<file path="config.mk">
export PLATFORM = sky130hd
export DESIGN_NAME = bus_source_encoder_flat
export DESIGN_NICKNAME = d
export VERILOG_FILES = /design/src/rtl/bus_source_encoder_if.sv /design/src/rtl/bus_source_encoder.sv /design/src/flat_wrapper.sv
export SDC_FILE = /design/constraint.sdc
export NUM_CORES = 1
export LEC_CHECK = 0
export ABC_AREA = 1
export BUFFER_PORTS_ARGS = -buffer_cell sky130_fd_sc_hd__buf_2
export CAP_MARGIN = 10
export CELL_PAD_IN_SITES_DETAIL_PLACEMENT = 1
export CELL_PAD_IN_SITES_GLOBAL_PLACEMENT = 1
export CORE_MARGIN = 1.5
export CORE_UTILIZATION = 38
export CTS_CLUSTER_SIZE = 28
export DETAILED_ROUTE_END_ITERATION = 6
export PLACE_DENSITY_LB_ADDON = 0.1
export REMOVE_ABC_BUFFERS = 1
export SYNTH_ARGS = -nofsm -noshare
export SYNTH_HDL_FRONTEND = slang
export SYNTH_SLANG_ARGS = --single-unit
</file>
<file path="constraint.sdc">
create_clock -name clock -period 5.02 [get_ports clock]
set_clock_uncertainty 0.1 [all_clocks]
set_input_delay 1.004 -clock clock [delete_from_list [all_inputs] [get_ports clock]]
set_output_delay 1.004 -clock clock [all_outputs]
set_load 0.005 [all_outputs]
</file>
<file path="src/rtl/bus_source_encoder_if.sv">
// Select interface between the control unit (master) and the bus source encoder (slave).
interface bus_source_encoder_if #(
  parameter int unsigned NUM_SRC = 25,
  parameter int unsigned CNT_W   = 8
);
  logic [NUM_SRC-1:0] req;
  logic               hold;
  logic               clr_err;
  logic [4:0]         sel;
  logic               sel_valid;
  logic               multi_err;
  logic               err_sticky;
  logic [NUM_SRC-1:0] err_snap;
  logic [CNT_W-1:0]   err_cnt;

  // Control-unit side: drives requests, observes select and debug state.
  modport master (
    output req, hold, clr_err,
    input  sel, sel_valid, multi_err, err_sticky, err_snap, err_cnt
  );

  // Encoder side.
  modport slave (
    input  req, hold, clr_err,
    output sel, sel_valid, multi_err, err_sticky, err_snap, err_cnt
  );
endinterface

</file>
<file path="src/rtl/bus_source_encoder.sv">
// Registered one-hot to 5-bit bus-mux select encoder with contention detection and statistics.
module bus_source_encoder #(
  parameter int unsigned NUM_SRC = 25,
  parameter int unsigned CNT_W   = 8
) (
  input logic                 clock,
  input logic                 clear,
  bus_source_encoder_if.slave bus
);

  localparam logic [4:0]       SelNone = 5'b11111;
  localparam logic [CNT_W-1:0] CntMax  = {CNT_W{1'b1}};

  typedef enum logic [1:0] {StIdle, StDrive, StContend} state_e;

  state_e             state_q, state_d;
  logic [4:0]         sel_q, sel_d;
  logic               multi_err_q, multi_err_d;
  logic               err_sticky_q, err_sticky_d;
  logic [NUM_SRC-1:0] err_snap_q, err_snap_d;
  logic [CNT_W-1:0]   err_cnt_q, err_cnt_d;

  logic [4:0]         sel_enc;
  logic               any_req;
  logic               multi_req;
  logic               contend;
  logic [CNT_W-1:0]   cnt_base;

  // Lowest set index wins; scanning high-to-low leaves the lowest one last.
  always_comb begin
    sel_enc = SelNone;
    for (int i = NUM_SRC - 1; i >= 0; i--) begin
      if (bus.req[i]) sel_enc = 5'(i);
    end
  end

  // Request classification; x & (x-1) is nonzero iff two or more bits are set.
  always_comb begin
    any_req   = |bus.req;
    multi_req = |(bus.req & (bus.req - NUM_SRC'(1)));
    contend   = multi_req && !bus.hold;
  end

  // Next-state FSM and select/pulse outputs; hold freezes everything except the pulse.
  always_comb begin
    state_d     = state_q;
    sel_d       = sel_q;
    multi_err_d = 1'b0;
    if (!bus.hold) begin
      sel_d       = sel_enc;
      multi_err_d = multi_req;
      if (multi_req)    state_d = StContend;
      else if (any_req) state_d = StDrive;
      else              state_d = StIdle;
    end
  end

  // Debug statistics; clr_err clears first, then a same-cycle contention is recorded afresh.
  always_comb begin
    err_sticky_d = err_sticky_q;
    err_snap_d   = err_snap_q;
    cnt_base     = err_cnt_q;
    if (bus.clr_err) begin
      err_sticky_d = 1'b0;
      err_snap_d   = '0;
      cnt_base     = '0;
    end
    err_cnt_d = cnt_base;
    if (contend) begin
      if (!err_sticky_d) err_snap_d = bus.req;
      err_sticky_d = 1'b1;
      if (cnt_base != CntMax) err_cnt_d = cnt_base + CNT_W'(1);
    end
  end

  // State and output registers with synchronous active-low reset.
  always_ff @(posedge clock) begin
    if (!clear) begin
      state_q      <= StIdle;
      sel_q        <= SelNone;
      multi_err_q  <= 1'b0;
      err_sticky_q <= 1'b0;
      err_snap_q   <= '0;
      err_cnt_q    <= '0;
    end else begin
      state_q      <= state_d;
      sel_q        <= sel_d;
      multi_err_q  <= multi_err_d;
      err_sticky_q <= err_sticky_d;
      err_snap_q   <= err_snap_d;
      err_cnt_q    <= err_cnt_d;
    end
  end

  assign bus.sel        = sel_q;
  assign bus.sel_valid  = (state_q != StIdle);
  assign bus.multi_err  = multi_err_q;
  assign bus.err_sticky = err_sticky_q;
  assign bus.err_snap   = err_snap_q;
  assign bus.err_cnt    = err_cnt_q;

endmodule

</file>
<file path="src/flat_wrapper.sv">
// flat-port wrapper written by rule: the top's interface ports become plain ports
module bus_source_encoder_flat 
#(
  parameter int unsigned NUM_SRC = 25,
  parameter int unsigned CNT_W   = 8
)
  (clock, clear, bus_req, bus_hold, bus_clr_err, bus_sel, bus_sel_valid, bus_multi_err, bus_err_sticky, bus_err_snap, bus_err_cnt);
  bus_source_encoder_if #(.NUM_SRC(NUM_SRC), .CNT_W(CNT_W)) bus_i ();
  input logic clock;
  input logic clear;
  input wire logic [$bits(bus_i.req)-1:0] bus_req;
  input wire logic [$bits(bus_i.hold)-1:0] bus_hold;
  input wire logic [$bits(bus_i.clr_err)-1:0] bus_clr_err;
  output wire logic [$bits(bus_i.sel)-1:0] bus_sel;
  output wire logic [$bits(bus_i.sel_valid)-1:0] bus_sel_valid;
  output wire logic [$bits(bus_i.multi_err)-1:0] bus_multi_err;
  output wire logic [$bits(bus_i.err_sticky)-1:0] bus_err_sticky;
  output wire logic [$bits(bus_i.err_snap)-1:0] bus_err_snap;
  output wire logic [$bits(bus_i.err_cnt)-1:0] bus_err_cnt;
  assign bus_i.req = bus_req;
  assign bus_i.hold = bus_hold;
  assign bus_i.clr_err = bus_clr_err;
  assign bus_sel = bus_i.sel;
  assign bus_sel_valid = bus_i.sel_valid;
  assign bus_multi_err = bus_i.multi_err;
  assign bus_err_sticky = bus_i.err_sticky;
  assign bus_err_snap = bus_i.err_snap;
  assign bus_err_cnt = bus_i.err_cnt;
  bus_source_encoder #(.NUM_SRC(NUM_SRC), .CNT_W(CNT_W)) u_core (.clock(clock), .clear(clear), .bus(bus_i));
endmodule
</file>
== Yosys cells after proc, flatten, opt, wreduce, memory -nomap -nowiden ==
Cells that the tools add are included.

* Output and inout bits: 41
* Bits in registers: 42
* Word-level logic and storage cells: 52

* Mux-type cells: 35
* Eq/ne operators: 1
* Reductions and logical operators: 6
* $add $sub $neg: 2
* Bitwise gates (word level): 2

{| class="wikitable"
|+ Operator list
! cell !! number
|-
| $mux 5 || 16
|-
| $mux 25 || 3
|-
| $reduce_or 25->1 || 2
|-
| $mux 4 || 8
|-
| $and 25x25->25 || 1
|-
| $sub 25x1->25 const B || 1
|-
| $mux 8 || 3
|-
| $add 8x1->8 const B || 1
|-
| $ne 8x8->1 const B || 1
|-
| $mux 1 || 3
|-
| $mux 3 || 1
|-
| $mux 2 || 1
|-
| $reduce_bool 2->1 || 1
|-
| $reduce_or 2->1 || 1
|-
| $logic_and 1x1->1 || 1
|-
| $logic_not 1->1 || 1
|-
| $not 1->1 || 1
|}

== Depth between registers and ports, before layout ==
* Word-level depth: 25
* Mapped depth: 24

== Worst setup path before layout ==
No wires, ideal clock.

* Kind: input -> register
* Start point: in bus_req[12]
* End point: reg u_core.err_cnt_q[6], in the netlist u_core.bus.err_cnt[6]
* Slack: 2.109 ns
* Path buffers: 2
* Arrival time: 2.679 ns
* Stages: 15
* Cells stage by stage: inv_1 > nand2_1 > nor2_1 > nand2_1 > nor2_4 > nand2_1 > maj3_2 > a211oi_2 > nand4_1 > nand2_2 > inv_2 > buf_6 > buf_6 > nand2_1 > a21oi_1

* Word-level cells in the longest chain between the ends: 5

{| class="wikitable"
|+ RTL lines
! item !! line !! RTL
|-
| from (decl) || flat_wrapper.sv:11 || <nowiki>input wire logic [$bits(bus_i.req)-1:0] bus_req;</nowiki>
|-
| $sub 25x1->25 || bus_source_encoder.sv:40 || <nowiki>multi_req = |(bus.req & (bus.req - NUM_SRC'(1)));</nowiki>
|-
| $and 25x25->25 (*) || bus_source_encoder.sv:40 ||
|-
| $reduce_or 25->1 (*) || bus_source_encoder.sv:40 ||
|-
| $logic_and 1x1->1 (*) || bus_source_encoder.sv:41 || <nowiki>contend = multi_req && !bus.hold;</nowiki>
|-
| $mux 8 (*) || bus_source_encoder.sv:69 || <nowiki>if (contend) begin</nowiki>
|-
| to (signal assigned) || bus_source_encoder.sv:91 || <nowiki>err_cnt_q <= err_cnt_d;</nowiki>
|-
| to (decl) || bus_source_encoder.sv:21 || <nowiki>logic [CNT_W-1:0] err_cnt_q, err_cnt_d;</nowiki>
|}

Every way passes the cells marked *; elsewhere a longest branch is shown, timed or not.
A chain may end at the register's enable or synchronous reset.

== Worst setup path after layout ==
* Start point: in bus_clr_err
* End point: reg u_core.err_snap_q[11], in the netlist u_core.bus.err_snap[11]

* Word-level cells in the longest chain between the ends: 3

{| class="wikitable"
|+ RTL lines
! item !! line !! RTL
|-
| from (decl) || flat_wrapper.sv:13 || <nowiki>input wire logic [$bits(bus_i.clr_err)-1:0] bus_clr_err;</nowiki>
|-
| $mux 25 or $mux 1 (tied branches) || bus_source_encoder.sv:63 || <nowiki>if (bus.clr_err) begin</nowiki>
|-
| $mux 25 || bus_source_encoder.sv:70 || <nowiki>if (!err_sticky_d) err_snap_d = bus.req;</nowiki>
|-
| $mux 25 (*) || bus_source_encoder.sv:69 ||
|-
| to (signal assigned) || bus_source_encoder.sv:90 || <nowiki>err_snap_q <= err_snap_d;</nowiki>
|-
| to (decl) || bus_source_encoder.sv:20 || <nowiki>logic [NUM_SRC-1:0] err_snap_q, err_snap_d;</nowiki>
|}

Marks and branches as above.

==> results.py <==
metrics = {
    "clocking": {
        "clockBufferDepth": 2,
        "cts_root_buffer": "clkbuf_8",
        "clock_sinks": 42,
        "postCtsSetupBuffers": 0,
        "ctsHoldBuffers": 0,
        "postCtsResizedCells": 0,
        "cts-buffers-inserted": 5,
        "cts_tree": "yes",
        "clk_latency_ps": 300,
        "worst_setup_hold_path_clk_slew_ps": 80,
        "htreeDepth": 2,
    },
    "global_route": {
        "overflow": 0,
        "grt_max_degree": 35,
        "grt_pass1_wl_um": 12900,
        "antenna_found_initial": 0,
        "track_usage": 0.219,
        "grt_pass1_vias": 2816,
    },
    "sta": {
        "final_max_slew_viol_count": 0,
        "hold_viol": 0,
        "tightest_slew_ps": 1080,
        "setup_viol": 0,
        "min_period_ps": 3380,
        "fmax_ghz": 0.295,
        "fin_setup_tns_ps": 0,
        "period_share": 0.674,
        "relSlewSlack": 0.282,
        "grt_setup_unrepaired": "no",
    },
    "flow_run": {
        "max_cap_violations": 0,
    },
    "logic_synthesis": {
        "synthCells": 436,
        "synth_area_leaders": "dfxtp_1 (32%), nand2_1 (20%), o21ai_0 (8.6%)",
        "ys_warn_count": 0,
        "yosysSeqAreaShare": 0.322,
        "synth_area_per_cell_um2": 6.00,
        "syn_area_um2": 2620,
        "synth_top_cell_by_area": "dfxtp_1",
        "yosysTopAreaCellShare": 0.322,
        "yosys.cell_types.count": 31,
        "ys_ff_latch": 42,
    },
    "placed_design": {
        "dpl_cell_area_um2": 2980,
        "gp_congestion": 0.894,
        "post-dp-hpwl_um": 5840,
        "placedCellCount": 570,
        "io_buffers": 69,
    },
    "finish": {
        "drive_above_1_share": 0.193,
        "multi_input_area_um2": 1460,
        "synthToLayoutAreaGrowth_pct": 18.3,
        "num-fill-cells": 962,
        "regArea_um2": 841,
        "stdcell_count": 577,
        "design_area_um2": 3090,
        "antenna_cells": 0,
        "final_nets": 527,
    },
    "setup_path": {
        "ff2ff_setup_slack_ps": 2540,
        "crit_chain": "buf_2 > clkinv_1 > nand2_1 > inv_1 > o21ai_0 > nand2_1 > a21oi_1",
        "startpoint_type": "input pin",
        "critPathMaxStageDelay_ps": 570,
        "crit_fanout": 31,
        "crit_required_ps": 5140,
        "cpMaxStageDelayCell": "inv_1",
        "crit_family": "buffers and inverters",
        "cp_num_buf_inv": 3,
        "path_class": "input pin to flop",
        "cp_common_cell": "nand2_1",
        "critPathArrivalTime_ps": 3510,
        "crit_path_end_kind": "flop",
    },
    "floorplan": {
        "dieArea_um2": 7390,
        "fp-row-count": 30,
        "ioPinCount": 70,
        "start_util": 0.389,
        "core_area_um2": 6720,
        "fp.dieH_um": 86.0,
        "die_x_um": 86.0,
    },
    "drt": {
        "routed_wl_um": 7910,
        "vias": 2932,
        "drc": 0,
        "drtAntennaViolNets": 0,
        "drt_first_pass_iters": 4,
        "drt_iter0_drc": 104,
        "wire_per_inst_um": 13.7,
        "vias_per_cell": 5.08,
    },
    "power_and_ir_drop": {
        "peakVddDrop_v": 0.000104,
        "leakage_uw": 0.00149,
        "power_density_nw_per_um2": 249,
    },
    "status": {
        "run_status": "complete, no violations",
    },
    "worst_hold_path": {
        "min_path_type": "flop to flop",
    },
}
## worst register-to-register path, cell delays in order, from the launching register on
cell and delay [ps]:
dfxtp_1 340, inv_1 70, nor2_1 230, ha_1 230
inv_1 60, nor3_1 420, nand4_1 460, o21ai_0 300
nand2_1 80, a21oi_1 140
## kinds of logic after synthesis
logic type | count (synthesis) | synth area share
fa+ha+maj | 2 | 0.00909
simple gates | 221 | 0.347
buf+inv | 76 | 0.120
xor+xnor | 1 | 0.00335
mux | 2 | 0.00766
compound gates | 92 | 0.191
flops | 42 | 0.322
## Yosys cell counts, drive strengths merged
master and instances:
ha 1, nand4 4, nor3 6, nand3 15, a21boi 1, clkinv 1
a31oi 1, dfxtp 42, buf 6, o2111a 2, mux2i 2, o21ai 45
o22ai 1, inv 59, nor4 3, nand2 144, a21oi 37, xor2 1
a211oi 2, nor2 45, maj3 1, or2 4, a22oi 1, o211ai 2
clkbuf 10
## power by group
| group | total [µW] | switching, µW | internal [µW] |
|---|---|---|---|
| logic | 128 | 82.2 | 46.0 |
| clock network | 282 | 122 | 159 |
| registers | 359 | 9.62 | 350 |
## per-stage QoR
| stage | total power, µW | setup WS [ps] | utilization | hold WS, ps |
|---|---|---|---|---|
| floorplan | 435 | 1800 | - | 332 |
| global placement | 492 | 1480 | 0.444 | 340 |
| detailed placement | 496 | 1340 | 0.444 | 357 |
| CTS | 778 | 1640 | 0.460 | 369 |
| global route | 809 | 1370 | 0.460 | 410 |
| finish | 769 | 1640 | 0.460 | 366 |
## final cells by class
class | count | share of cell area
tap | 80 | 0.0324
clock buffer | 6 | 0.0267
inverter | 60 | 0.0728
clock inverter | 1 | 0.00971
sequential | 42 | 0.272
timing repair buffer | 70 | 0.114
multi-input combinational | 318 | 0.472
## layer usage
layer	wire, µm	up-vias	track usage
met5	0	-	0
met4	75	0	0.0528
met3	269	6	0.0346
met2	3860	50	0.399
met1	3710	1375	0.268
li1	-	1501	-
## state kept, by name, summed over array words and instances, names as in the netlist
register,count
u_core.state_q,2
u_core.bus.err_cnt,8
u_core.bus.err_snap,25
u_core.bus.multi_err,1
u_core.bus.sel,5
u_core.bus.err_sticky,1
## cell usage in the layout (no fill, tap or decap), drive strengths merged, types with 2 or more instances in the layout
master	instances
nor3	6
nor2	45
dfxtp	42
or2	4
nand2	144
o21ai	45
a211oi	2
inv	59
o2111a	2
mux2i	2
o211ai	2
a21oi	37
buf	70
clkbuf	6
nand3	15
nor4	3
nand4	4
## worst paths after layout
check,depth (start not counted),to,startpoint
hold reg to reg,2,u_core.state_q[1]$_SDFFE_PN0N_,u_core.state_q[1]$_SDFFE_PN0N_
setup / recovery,7,u_core.bus.err_snap[11]$_SDFF_PN0_,bus_clr_err
setup reg to reg,9,u_core.bus.err_cnt[1]$_SDFF_PN0_,u_core.bus.err_cnt[0]$_SDFF_PN0_
hold / removal,2,u_core.state_q[1]$_SDFFE_PN0N_,u_core.state_q[1]$_SDFFE_PN0N_
Note: power is estimated with default switching activity, not from simulation.
